**src/rtl/seg7_scan_driver.sv**
```systemverilog
// Multiplexed seven-segment scan driver: walks one active-low anode per slot,
// with per-slot dead time, leading-zero suppression and a per-frame input snapshot.
module seg7_scan_driver #(
   parameter int NUM_DIGITS   = 8,
   parameter int REFRESH_DIV  = 100000,
   parameter int BLANK_CYCLES = 16
) (
   input  logic                    i_clk,
   input  logic                    i_reset_n,
   input  logic [4*NUM_DIGITS-1:0] i_digit,
   input  logic [NUM_DIGITS-1:0]   i_dp,
   input  logic [NUM_DIGITS-1:0]   i_enable,
   input  logic                    i_lz_suppress,
   output logic [NUM_DIGITS-1:0]   o_AN,
   output logic [6:0]              o_A2G,
   output logic                    o_DP,
   output logic                    o_frame_start
);

   localparam int PW = (REFRESH_DIV > 1) ? $clog2(REFRESH_DIV) : 1;
   localparam int IW = (NUM_DIGITS > 1) ? $clog2(NUM_DIGITS) : 1;
   localparam logic [PW-1:0] PRE_LAST  = PW'(REFRESH_DIV - 1);
   localparam logic [PW-1:0] PRE_BLANK = PW'(BLANK_CYCLES);
   localparam logic [IW-1:0] IDX_LAST  = IW'(NUM_DIGITS - 1);

   logic [PW-1:0]           pre;
   logic [IW-1:0]           idx;
   logic                    armed;
   logic [4*NUM_DIGITS-1:0] snap_digit;
   logic [NUM_DIGITS-1:0]   snap_dp;
   logic [NUM_DIGITS-1:0]   snap_en;
   logic                    snap_lz;

   logic                    slot_end;
   logic                    frame_wrap;
   logic                    take_snap;
   logic [NUM_DIGITS-1:0]   zero_from;
   logic [3:0]              nib;
   logic [6:0]              seg;
   logic                    shown;
   logic                    lit;

   function automatic logic [6:0] decode(input logic [3:0] n);
      case (n)
         4'h0: decode = 7'b0000001;
         4'h1: decode = 7'b1001111;
         4'h2: decode = 7'b0010010;
         4'h3: decode = 7'b0000110;
         4'h4: decode = 7'b1001100;
         4'h5: decode = 7'b0100100;
         4'h6: decode = 7'b0100000;
         4'h7: decode = 7'b0001111;
         4'h8: decode = 7'b0000000;
         4'h9: decode = 7'b0000100;
         4'hA: decode = 7'b0001000;
         4'hB: decode = 7'b1100000;
         4'hC: decode = 7'b0110001;
         4'hD: decode = 7'b1000010;
         4'hE: decode = 7'b0110000;
         4'hF: decode = 7'b0111000;
      endcase
   endfunction

   assign slot_end   = (pre == PRE_LAST);
   assign frame_wrap = slot_end && (idx == IDX_LAST);
   // The first edge out of reset captures inputs so frame 0 is not stale.
   assign take_snap  = !armed || frame_wrap;

   // zero_from[k]: every nibble from k up to the leftmost digit is zero
   always_comb begin
      zero_from = '0;
      zero_from[NUM_DIGITS-1] = (snap_digit[4*NUM_DIGITS-1 -: 4] == 4'h0);
      for (int k = NUM_DIGITS - 2; k >= 0; k--)
         zero_from[k] = zero_from[k+1] && (snap_digit[4*k +: 4] == 4'h0);
   end

   assign nib   = snap_digit[{idx, 2'b00} +: 4];
   assign seg   = decode(nib);
   assign shown = snap_en[idx] && !(snap_lz && (idx != '0) && zero_from[idx]);
   assign lit   = shown && (pre >= PRE_BLANK);

   always_ff @(posedge i_clk or negedge i_reset_n) begin
      if (!i_reset_n) begin
         pre <= '0;
         idx <= '0;
      end else begin
         pre <= slot_end ? '0 : pre + 1'b1;
         if (slot_end)
            idx <= (idx == IDX_LAST) ? '0 : idx + 1'b1;
      end
   end

   always_ff @(posedge i_clk or negedge i_reset_n) begin
      if (!i_reset_n) begin
         armed         <= 1'b0;
         snap_digit    <= '0;
         snap_dp       <= '0;
         snap_en       <= '0;
         snap_lz       <= 1'b0;
         o_frame_start <= 1'b0;
      end else begin
         armed         <= 1'b1;
         o_frame_start <= take_snap;
         if (take_snap) begin
            snap_digit <= i_digit;
            snap_dp    <= i_dp;
            snap_en    <= i_enable;
            snap_lz    <= i_lz_suppress;
         end
      end
   end

   // Registered outputs: one-hot-low anode can never overlap between slots.
   always_ff @(posedge i_clk or negedge i_reset_n) begin
      if (!i_reset_n) begin
         o_AN  <= '1;
         o_A2G <= '1;
         o_DP  <= 1'b1;
      end else begin
         o_AN  <= lit ? ~(NUM_DIGITS'(1) << idx) : '1;
         o_A2G <= lit ? seg : '1;
         o_DP  <= lit ? ~snap_dp[idx] : 1'b1;
      end
   end

endmodule

```
**config.mk**
```make
export PLATFORM = sky130hd
export DESIGN_NAME = seg7_scan_driver
export DESIGN_NICKNAME = d
export VERILOG_FILES = /design/src/rtl/seg7_scan_driver.sv
export SDC_FILE = /design/constraint.sdc
export NUM_CORES = 1
export LEC_CHECK = 0
export CAP_MARGIN = 10
export CORE_MARGIN = 4
export CORE_UTILIZATION = 40
export CTS_CLUSTER_DIAMETER = 150
export DETAILED_ROUTE_END_ITERATION = 10
export DONT_BUFFER_PORTS = 1
export PLACE_DENSITY = 0.65
export SYNTH_ARGS = -nofsm -noshare
export SYNTH_HDL_FRONTEND = slang
export SYNTH_SLANG_ARGS = --single-unit
```
**constraint.sdc**
```tcl
create_clock -name i_clk -period 4.25 [get_ports i_clk]
set_input_delay 0.2125 -clock i_clk [delete_from_list [all_inputs] [get_ports i_clk]]
set_output_delay 0.2125 -clock i_clk [all_outputs]
set_load 0.05 [all_outputs]
```
Word-level counts from Yosys, hierarchy flattened
Memory sizes are Yosys's and may differ from the RTL's. Index checks and enable logic that the tools add are counted.

Register bits after elaboration: 87. Bits in read-only memories: 112. Bits of input ports: 51. Output and inout port bits: 17. Word-level logic and storage cells: 57. Memories kept: 1.

Add/subtract/negate cells: 2. Magnitude comparators: 2. Equality and inequality tests: 2. Shift-type cells: 2. Muxes and demuxes: 11. Bitwise operators: 2. Reductions and logical operators: 24.

Memory list: (no name shown) (words 16, width 7, rd ports 1, clocked after Yosys merged registers in 0, write ports 0, RTL line 44) `case (n)`.

Operator list (number): $logic_not 4->1 (8); $shiftx 32x6->4 (1); $add 17x1->17 const B (1); $eq 17x17->1 const B (1); $ge 17x5->1 const B (1); $mux 17 (1); $logic_and 1x1->1 (12); $bmux 1 s3 (3); $mux 8 (1); $not 8->8 (1); $shl 1x3->8 const A (1); $mux 7 (1); $lt 3x4->1 const B (1); $mux 1 (4); $add 3x1->3 const B (1); $eq 3x3->1 const B (1); $mux 3 (1); $reduce_bool 3->1 (1); $logic_not 1->1 (2); $logic_or 1x1->1 (1); $not 1->1 (1).

Logic depth before layout (Yosys ltp)
Depth after elaboration: 15. Depth in mapped cells: 10. Gate-level depth less buffers: 8.

Least setup slack after synthesis
No wires, ideal clock.

Path kind: register to register. Start point: register idx[0]. End point: register o_A2G[3]. Setup time: 94 ps. Arrival time: 2108 ps. Required time: 4156 ps. Path slack: 2048 ps. Stages on the path, launching flop included: 9. Buffers on the path: 2. Period minus slack after synthesis: 2202 ps. Cells stage by stage: dfrtp_1 -> buf_6 -> buf_6 -> mux4_2 -> mux2_2 -> ha_1 -> mux2_1 -> nor2_1 -> o21ai_1.

Word-level cells in the longest chain between the ends: 7.

Ends and longest elaborated chain: start, declared (RTL line 27) `logic [IW-1:0] idx;`; start signal, assigned (RTL line 89) `idx <= (idx == IDX_LAST) ? '0 : idx + 1'b1;`; branches (longest 6 deep; another with $mem_v2 16x7); $mux 7 * (RTL line 121) `o_A2G <= lit ? seg : '1;`; end signal, assigned (RTL line 121); end, declared (RTL line 15) `output logic [6:0] o_A2G,`.

Every way passes the cells marked *. The select of a mux whose other input is x is not followed. A chain may end at the register's enable or synchronous reset.

Worst setup path in the final report
Start point: register pre[0]. End point: register snap_digit[18].

Word-level cells in the longest chain between the ends: 3.

Ends and longest elaborated chain: start, declared (RTL line 26) `logic [PW-1:0] pre;`; start signal, assigned (RTL line 87) `pre <= slot_end ? '0 : pre + 1'b1;`; $eq 17x17->1 (RTL line 64) `assign slot_end = (pre == PRE_LAST);`; $logic_and 1x1->1 (RTL line 65) `assign frame_wrap = slot_end && (idx == IDX_LAST);`; $logic_or 1x1->1 (RTL line 67) `assign take_snap = !armed || frame_wrap;`; end signal, assigned (RTL line 105) `snap_digit <= i_digit;`; end, declared (RTL line 29) `logic [4*NUM_DIGITS-1:0] snap_digit;`.

No other way between the ends.

==> impl_metrics.json <==
{
  "power.density_nw_per_um2": 354,
  "wl_per_cell_um": 16.7,
  "peakVddDrop_uv": 216,
  "drtPass1Iterations": 4,
  "clkTransAtPathRegs_ns": 0.09,
  "use_met2_pct": 22.5,
  "row_count": 36,
  "report.power.total_mw": 1.73,
  "gr-usage-met3_pct": 4.76,
  "cpPeakStageDelay_ns": 0.53,
  "setup_slack_ns": 1.28,
  "synth-seq-area-share_pct": 53.1,
  "min_path_type": "primary input to asynchronous set/reset pin",
  "diodes": 0,
  "design.die.area_um2": 12000,
  "critPathMaxFanout": 41,
  "met1_usage_pct": 20.9,
  "clk-insertion-delay-late_ns": 0.36,
  "cts-root-buf": "clkbuf_8",
  "hold_buffers": 51,
  "post_cts_buffers": 0,
  "vias": 2597,
  "post-route-util_pct": 49.4,
  "fin_tns_setup_ns": 0,
  "critPathKind": "flip-flop to flip-flop",
  "grt_overflow": 0,
  "grt_pass1_wl_um": 13800,
  "crit_chain": "ha_1 > and4_1 > nand2_1 > nor3_4 > a21bo_2 > buf_4 > mux2_1",
  "cts_tree": "built",
  "gp_congestion": 0.854,
  "die_height_um": 110,
  "slew_headroom_pct": 40.4,
  "yosys-top-cells-count": "71 x dfrtp_1, 51 x mux2_1, 23 x nand2_1",
  "reg2reg_to": "snap_digit[18]",
  "core_area_um2": 9910,
  "status": "completed",
  "cts_repair_resize_count": 0,
  "worstPathRequired_ns": 4.49,
  "finalInstanceArea_um2": 4900,
  "vias_per_cell": 5.20,
  "finClkSkew_ns": 0.0133,
  "post-route-period-util_pct": 69.9,
  "async_reset_ff_share_pct": 100,
  "htree_levels": 3,
  "worst-slew-pin-transition_ns": 0.869,
  "fin_cells": 499,
  "synth-seq-cells": 87,
  "dp_cells": 432,
  "maxCapViolations": 0,
  "grt_max_degree": 88,
  "hpwl_um": 5660,
  "syn_area_per_cell_um2": 13.2,
  "r2r_start": "pre[0]",
  "rsz0062_at_grt": "false",
  "busiest_layer": "met2",
  "num_io_pins": 68,
  "synth.most_common_cell": "dfrtp_1",
  "reg2reg_setup_slack_ns": 1.28,
  "initialDrtViolationCount": 165,
  "endpoint_kind": "flip-flop",
  "cts_sinks": 87,
  "synth_top_cell_area_share_pct": 43.0,
  "synthCells": 313,
  "startpoint_type": "flip-flop",
  "dieWidth_um": 110,
  "yosys-top-cells-area": "dfrtp_1 43%, mux2_1 14%, dfstp_2 10%",
  "leakagePower_nw": 2.01,
  "clockBufferDepth": 2,
  "port_buffers": 0,
  "synth_edf_count": 0,
  "start_util_pct": 41.7,
  "yosysWarnings": 0,
  "dp_slack_ns": 1.25,
  "syn_nets": 378,
  "placed_area_um2": 4180,
  "ys.flop_type": "dfrtp_1",
  "finalNetCount": 426,
  "min_period_ns": 2.97,
  "syn_area_um2": 4140,
  "layout-drive-gt1-share_pct": 15.0,
  "fmax_mhz": 336,
  "antenna_found_initial": 0,
  "crit_slowest_cell": "nor3_4",
  "drv_slew": 0,
  "ys_types": 42,
  "hold_viol": 0,
  "syn2layout_area_growth_pct": 18.4,
  "ant_nets": 0,
  "grtUsageTotal_pct": 15.1,
  "rr_worst_depth": 7,
  "yosysTopAreaCell": "dfrtp_1",
  "crit_arrival_ns": 3.21,
  "drc": 0,
  "holdWs_ns": 0.385,
  "setup_viol": 0,
  "grt_pass1_vias": 2758,
  "numCtsBuffers": 9,
  "drt-total-wl_um": 8330
}
routing by layer:
metal	vias to the layer above	wire [µm]	part of all wire (%)
li1	1213	-	-
met1	1281	3760	45
met2	92	3860	46
met3	11	551	6.6
met4	0	150	1.8
met5	-	0	0
where the power goes:
group | internal (mW) | switching, mW
clock | 0.272 | 0.292
combinational | 0.101 | 0.0833
sequential | 0.898 | 0.0872
total | 1.27 | 0.462
flip-flops by register name (all words and copies together) (netlist names), 3 cells and up:
name	cells
snap_digit	32
idx	3
snap_en	8
snap_dp	8
o_AN	8
o_A2G	7
pre	17
placed cells by master, fill, tap and decap left out, types with 2 or more instances in the layout:
cell	synthesis	layout
o221ai_1	3	3
nand3_1	14	14
clkbuf_8	0	9
nand4_1	3	3
dfrtp_1	71	71
o211ai_1	2	2
o21ai_1	3	3
nor4_1	10	10
xor2_1	8	8
mux4_2	12	12
dlygate4sd3_1	0	50
clkinvlp_4	0	2
xnor2_1	7	7
ha_1	14	14
a21oi_1	3	3
mux2i_1	3	3
clkbuf_1	2	2
mux2_1	51	51
nor2_1	18	18
nand2b_1	2	2
inv_2	3	3
inv_1	6	6
nor3_1	2	2
mux2_2	3	3
nand2_1	23	23
o21ai_0	4	4
nor2b_1	2	2
or2_2	2	2
dfstp_2	16	16
worst max-delay path: cells and delay by family (launching register included):
| kind | cells | cell delay [ns] |
|---|---|---|
| simple gates | 3 | 0.87 |
| fa+ha+maj | 1 | 0.25 |
| compound gates | 1 | 0.39 |
| buf+inv | 1 | 0.51 |
| mux | 1 | 0.38 |
| flops | 1 | 0.42 |
area by class of cell:
cell class                 instances  area (µm²)
fill                             890        5010
sequential                        87        2200
multi-input combinational        202        1770
timing repair buffer              52         536
tap                              133         166
clock buffer                      11         131
clock inverter                     5        58.8
inverter                           9        33.8
logic make-up after synthesis:
kind of cell | after synthesis | synth area share (%)
buffers and inverters | 24 | 4.02
DFF | 87 | 53.1
xor gates and xnor gates | 15 | 3.18
muxes | 69 | 22.0
other | 1 | 0.0907
adders and majority gates | 14 | 4.23
AOI/OAI and AO/OA | 22 | 3.78
and+or+nand+nor | 81 | 9.62
worst max path at each step:
stage / start / end / slack (ns) / cells past startpoint
2_1_floorplan: idx[0] / o_A2G[3] / 2.05 / 8
3_3_place_gp: pre[0] / snap_digit[27] / 1.31 / 7
3_5_place_dp: pre[0] / snap_digit[25] / 1.25 / 7
4_1_cts: pre[0] / snap_digit[17] / 1.24 / 7
5_1_grt: idx[0] / o_A2G[6] / 0.99 / 5
6_report: pre[0] / snap_digit[18] / 1.28 / 7
(Power assumes the default switching activity.)
